[config.mk]
export PLATFORM = sky130hd
export DESIGN_NAME = change_dispenser
export DESIGN_NICKNAME = d
export VERILOG_FILES = /design/src/rtl/vending_machine_def.sv /design/src/rtl/coin_select.sv /design/src/rtl/change_dispenser.sv
export SDC_FILE = /design/constraint.sdc
export NUM_CORES = 1
export LEC_CHECK = 0
export ABC_AREA = 1
export BUFFER_PORTS_ARGS = -buffer_cell sky130_fd_sc_hd__buf_2
export CAP_MARGIN = 5
export CORE_AREA = 2 2 62 64
export CTS_CLUSTER_DIAMETER = 100
export CTS_CLUSTER_SIZE = 30
export DETAILED_ROUTE_END_ITERATION = 8
export DIE_AREA = 0 0 64 66
export PLACE_DENSITY = 0.81
export SYNTH_ARGS = -nofsm -noshare
export SYNTH_HDL_FRONTEND = slang
export SYNTH_SLANG_ARGS = --single-unit
[constraint.sdc]
create_clock -name clk -period 3 [get_ports clk]
set_input_delay 0.6 -clock clk [delete_from_list [all_inputs] [get_ports clk]]
set_output_delay 0.6 -clock clk [all_outputs]
set_load 0.02 [all_outputs]
[src/rtl/vending_machine_def.sv]
// ---------------------------------------------------------------------------
// vending_machine_def
// Shared definitions for the change dispenser:
//   kTotalBits  - width of change amounts and of the remaining-amount register
//   kNumCoins   - number of coin denominations (one-hot coin_sel width)
//   kCoinValue  - coin values, index 0 = 100, 1 = 500, 2 = 1000
//   state_t     - dispenser FSM state encoding (2 bits)
// ---------------------------------------------------------------------------
package vending_machine_def;

    localparam int kTotalBits = 16;
    localparam int kNumCoins  = 3;

    localparam logic [kTotalBits-1:0] kCoinValue [kNumCoins] = '{16'd100, 16'd500, 16'd1000};

    typedef enum logic [1:0] {
        ST_IDLE     = 2'd0,
        ST_DISPENSE = 2'd1,
        ST_DONE     = 2'd2
    } state_t;

endpackage

[src/rtl/coin_select.sv]
// ---------------------------------------------------------------------------
// coin_select
// Combinational greedy picker: selects the largest available denomination
// whose value does not exceed the remaining amount.
// Ports:
//   remain   in   amount still to be paid out
//   avail    in   per-denomination availability mask (bit i = kCoinValue[i])
//   coin_sel out  one-hot selected denomination, all-zero when none fits
//   found    out  high when a denomination was selected
// ---------------------------------------------------------------------------
module coin_select
    import vending_machine_def::*;
(
    input  logic [kTotalBits-1:0] remain,
    input  logic [kNumCoins-1:0]  avail,
    output logic [kNumCoins-1:0]  coin_sel,
    output logic                  found
);

    // Scan from the highest index (largest coin) down; first fit wins.
    always_comb begin
        coin_sel = '0;
        found    = 1'b0;
        for (int i = kNumCoins - 1; i >= 0; i--) begin
            if (!found && avail[i] && (remain >= kCoinValue[i])) begin
                coin_sel[i] = 1'b1;
                found       = 1'b1;
            end
        end
    end

endmodule

[src/rtl/change_dispenser.sv]
// ---------------------------------------------------------------------------
// change_dispenser
// Accepts a change amount and pays it out greedily (1000, 500, 100) as a
// sequence of coin handshakes to a hopper, then pulses done.
//
// Optional feature macro: COIN_INVENTORY_EN
//   defined   - per-denomination coin counters, refill input, shortfall and
//               residue outputs; an empty denomination is skipped.
//   undefined - unlimited supply; any residue below 100 is dropped at DONE.
//
// Ports:
//   clk, reset_n             clock, asynchronous active-low reset
//   return_valid/ready       change-amount handshake (accepted only in IDLE)
//   return_total             change amount
//   coin_valid/ready         coin handshake with the hopper
//   coin_sel                 one-hot denomination, zero when coin_valid is low
//   done                     one-cycle completion pulse
//   busy                     high in DISPENSE and DONE
//   refill                   (inventory) reload all counters, honoured in IDLE
//   shortfall                (inventory) high with done when change is missing
//   residue                  (inventory) unpaid amount while done, else 0
//   state, remain            debug view of the FSM state and remaining amount
//
// Handshakes: a transfer happens on a rising edge where valid && ready are both
// high; valid never depends on ready, and coin_sel is held while valid waits.
// ---------------------------------------------------------------------------
module change_dispenser
    import vending_machine_def::*;
#(
    parameter int kInitInventory = 8
) (
    input  logic                  clk,
    input  logic                  reset_n,
    input  logic                  return_valid,
    input  logic [kTotalBits-1:0] return_total,
    output logic                  return_ready,
    output logic                  coin_valid,
    output logic [kNumCoins-1:0]  coin_sel,
    input  logic                  coin_ready,
    output logic                  done,
    output logic                  busy,
`ifdef COIN_INVENTORY_EN
    input  logic                  refill,
    output logic                  shortfall,
    output logic [kTotalBits-1:0] residue,
`endif
    output logic [1:0]            state,
    output logic [kTotalBits-1:0] remain
);

    state_t                  state_q, state_d;
    logic [kTotalBits-1:0]   remain_q, remain_d;
    logic [kNumCoins-1:0]    avail;
    logic [kNumCoins-1:0]    pick;
    logic                    found;
    logic [kTotalBits-1:0]   coin_val;

    coin_select u_coin_select (
        .remain   (remain_q),
        .avail    (avail),
        .coin_sel (pick),
        .found    (found)
    );

`ifdef COIN_INVENTORY_EN
    localparam int kCntBits = $clog2(kInitInventory + 1);

    logic [kCntBits-1:0] cnt_q [kNumCoins];

    always_comb begin
        avail = '0;
        for (int i = 0; i < kNumCoins; i++) begin
            avail[i] = (cnt_q[i] != '0);
        end
    end

    always_ff @(posedge clk or negedge reset_n) begin
        if (!reset_n) begin
            for (int i = 0; i < kNumCoins; i++) begin
                cnt_q[i] <= kCntBits'(kInitInventory);
            end
        end else if (state_q == ST_IDLE && refill) begin
            for (int i = 0; i < kNumCoins; i++) begin
                cnt_q[i] <= kCntBits'(kInitInventory);
            end
        end else if (coin_valid && coin_ready) begin
            for (int i = 0; i < kNumCoins; i++) begin
                if (coin_sel[i]) begin
                    cnt_q[i] <= cnt_q[i] - 1'b1;
                end
            end
        end
    end

    assign shortfall = done && (remain_q != '0);
    assign residue   = done ? remain_q : '0;
`else
    assign avail = '1;
`endif

    // Value of the denomination currently picked.
    always_comb begin
        coin_val = '0;
        for (int i = 0; i < kNumCoins; i++) begin
            if (pick[i]) begin
                coin_val = kCoinValue[i];
            end
        end
    end

    always_ff @(posedge clk or negedge reset_n) begin
        if (!reset_n) begin
            state_q  <= ST_IDLE;
            remain_q <= '0;
        end else begin
            state_q  <= state_d;
            remain_q <= remain_d;
        end
    end

    always_comb begin
        state_d      = state_q;
        remain_d     = remain_q;
        return_ready = 1'b0;
        coin_valid   = 1'b0;
        coin_sel     = '0;
        done         = 1'b0;
        busy         = 1'b0;
        case (state_q)
            ST_IDLE: begin
                return_ready = 1'b1;
                if (return_valid) begin
                    remain_d = return_total;
                    state_d  = (return_total != '0) ? ST_DISPENSE : ST_DONE;
                end
            end
            ST_DISPENSE: begin
                busy = 1'b1;
                if (found) begin
                    coin_valid = 1'b1;
                    coin_sel   = pick;
                    if (coin_ready) begin
                        // coin_val <= remain_q by construction, so no underflow.
                        remain_d = remain_q - coin_val;
                        if (remain_q == coin_val) begin
                            state_d = ST_DONE;
                        end
                    end
                end else begin
                    // Nothing fits: keep the residue in remain for DONE to report.
                    state_d = ST_DONE;
                end
            end
            ST_DONE: begin
                busy     = 1'b1;
                done     = 1'b1;
                remain_d = '0;
                state_d  = ST_IDLE;
            end
            default: begin
                state_d  = ST_IDLE;
                remain_d = '0;
            end
        endcase
    end

    assign state  = state_q;
    assign remain = remain_q;

endmodule

==> results by group <==
Routing
  – DRC: 0
  – Vias per cell: 5.090
  – Number of routed nets with antenna violations: 0
  – WL per Instance: 12.65 um
  – DRT Pass-1 Iters: 4
  – Vias: 1985
  – Starting DRT DRC Count: 112
  – Drt total wl: 4934 um

STA
  – Setup Skew: 1.923 ps
  – Final setup viols: 0
  – Worst Max-Slew Pin Slew: 638.3 ps
  – Fin crit period: 2650 ps
  – Tcrit/Tclk final: 88.33%
  – Worst slew margin: 57.45%
  – Slew Limit Fails: 0
  – RSZ-0062 raised after global routing: no
  – Final Hold Violating Endpoints: 0
  – Worst setup margin: 350.2 ps
  – Setup tns final: 0 ps
  – Fmax: 377.4 MHz

Critical path
  – Startpoint Class: flip-flop
  – Worst-path fanout max: 6
  – R2R cell count: 16
  – Worst path depth: 16
  – Critical-path top delay cell: dfrtp_1
  – Reg2Reg Setup Slack: 350 ps
  – Reg2Reg Capture Point: remain[10]
  – Top cell family by delay on the critical path: simple AND/OR/NAND/NOR gates
  – Critical path type: reg -> reg
  – Worst Path Required: 3220 ps
  – Setup crit end kind: flip-flop
  – CP Buf/Inv Count: 3
  – Crit path cell chain: clkinv_1, nor3_2, o2111ai_1, and2_1, nand2_1, inv_1, ha_1, fa_1, inv_1, nand3_1, nand2_1, nand2_1, nand3_1, nor3_1, o21ai_1, nand2_1
  – R2r startpoint: remain[7]
  – CP startpoint: remain[7]
  – Most used cell along the critical path: nand2_1
  – CP endpoint: remain[10]
  – Critical Path AT: 2870 ps
  – Slowest stage delay, CP: 420 ps

Place
  – Post-Place Cell Area: 2071 sq um
  – Port bufs: 44
  – Hpwl dp: 3849 um
  – Pre-CTS WS: 336.7 ps
  – RePlAce Congestion: 0.8729

CTS
  – Postcts setup bufs: 0
  – Maximum root-to-sink buffer count: 2
  – Number of buffers created by CTS: 3
  – H-tree depth: 1
  – CTS sink cnt: 18
  – Worst-path clk slew: 130 ps
  – TritonCTS clock tree: built
  – Worst-Skew Late Latency: 310 ps
  – CTS root buf: clkbuf_4
  – Hold-fix buffer count after cts: 0
  – Post-cts resize count: 0

Layout
  – Most common cell after layout, fill and taps aside: nand2_1
  – # nets final: 376
  – Commonest non-fill, non-tap cells in the layout: 108 x nand2_1, 44 x inv_1, 44 x buf_2
  – Antenna diode count: 0
  – Fin area: 2112 sq um
  – P&R area growth vs syn: 16.09%
  – Layout cells sized above 1: 18.42%

Yosys
  – Yosys top cell by area: dfrtp_1
  – Synthesized area: 1819 sq um
  – Synth warn: 0
  – Avg Inst Size Synth: 6.084 sq um
  – Post-synth top area share: 24.76%
  – Post-synthesis sequential area ratio: 24.76%
  – Flop and latch count out of synthesis: 18
  – Top post-synthesis cells by area: dfrtp_1 25%, nand2_1 22%, inv_1 9.1%, ha_1 8.3%, nor2_1 6.8%
  – Post-synth net total: 332
  – Cell count after synthesis: 299
  – Synth unique cells: 30

Status
  – Status: completed

GRT
  – Total Routing Usage GR: 25.79%
  – Initial antenna violation count: 0
  – Remaining global-route overflow: 0
  – First-pass GRT wire length: 8542 um
  – Largest net degree at the start of global routing: 22
  – Vias in the first global route: 1852

Floorplan
  – Die span in x: 64 um
  – Std-Cell Rows: 22
  – Initial Util: 51.23%
  – I/O pin count: 45
  – Die area: 4224 sq um
  – DIE HEIGHT: 66 um
  – Area of the core: 3551 sq um

Power and ir drop
  – Lkg Pwr: 0.001229 uW
  – PwrDens: 1089 nW/um^2
  – IR Drop Worst-Case VDD: 0.0008060 V

Run
  – MaxCap Viol Count: 0

Worst hold path
  – Worst Hold Class: in -> async
through the flow:
stage               total power, uW  cells  utilization [%]  hold WS, ps
floorplan                      1710    299                -        304.4
global placement               2075    386            58.32        521.9
detailed placement             2119    386            58.32        523.5
CTS                            2296    390            59.34        227.2
global route                   2559    390            59.48        222.3
finish                         2300    390            59.48        210.7
cell usage after synthesis:
cell       number
clkbuf_1        3
buf_6           2
clkinv_1        1
ha_1           12
nor2_4          3
o2111ai_1       1
nor3b_1         1
nor2_2          2
dfrtp_1        18
buf_2           2
o21ai_0        10
nand3_1        24
o22ai_1         2
a21oi_1         6
nand2_1       108
inv_2           2
o21bai_4        1
o21ai_4         1
nor3_1          5
o21ai_1         7
fa_1            1
nor2_1         33
or2_1           1
and2_1          1
nand3_4         1
xor2_1          1
inv_1          44
xnor2_1         1
nand2_2         2
nand4_1         3
sequential cells by signal, indices dropped and copies added (netlist names):
register / cells
state: 2
remain: 16
where the power goes:
group / switching, uW / internal (uW) / leakage [uW]
clock network: 95.0 / 74.2 / 0.0000210
registers: 141 / 355 / 0.000227
logic: 1080 / 551 / 0.000981
total: 1320 / 980 / 0.00123
layout make-up:
class	instances	area (sq um)
well taps	48	60.06
flip-flops and latches	18	450.4
fillers	380	1439
multi-input cells	227	1154
repair buffers	46	235.2
clock buffers	4	36.28
inverters	47	176.4
cell families after synthesis:
kind of cell	count (synthesis)	synth area share, %
AOI/OAI and AO/OA	28	9.423
xor gates and xnor gates	2	0.9630
adders and majority gates	13	9.353
buffers and inverters	54	12.10
DFF	18	24.76
and+or+nand+nor	184	43.40
routing by layer:
| metal | share of wire (%) | up-vias | GRT usage (%) |
|---|---|---|---|
| met2 | 46 | 70 | 42.32 |
| met4 | 1.9 | 0 | 9.239 |
| met5 | 0 | - | 0 |
| li1 | - | 1019 | - |
| met1 | 46 | 885 | 35.24 |
| met3 | 6.7 | 11 | 2.555 |
how the worst min path moves through the flow:
stage	start	endpoint	slack, ps
floorplan	reset_n	remain[0]	300
global placement	state[1]	state[1]	520
detailed placement	remain[14]	remain[14]	520
CTS	reset_n	remain[0]	230
global route	reset_n	remain[0]	220
finish	reset_n	remain[1]	210
No activity file was read; power rests on OpenSTA's default activity.
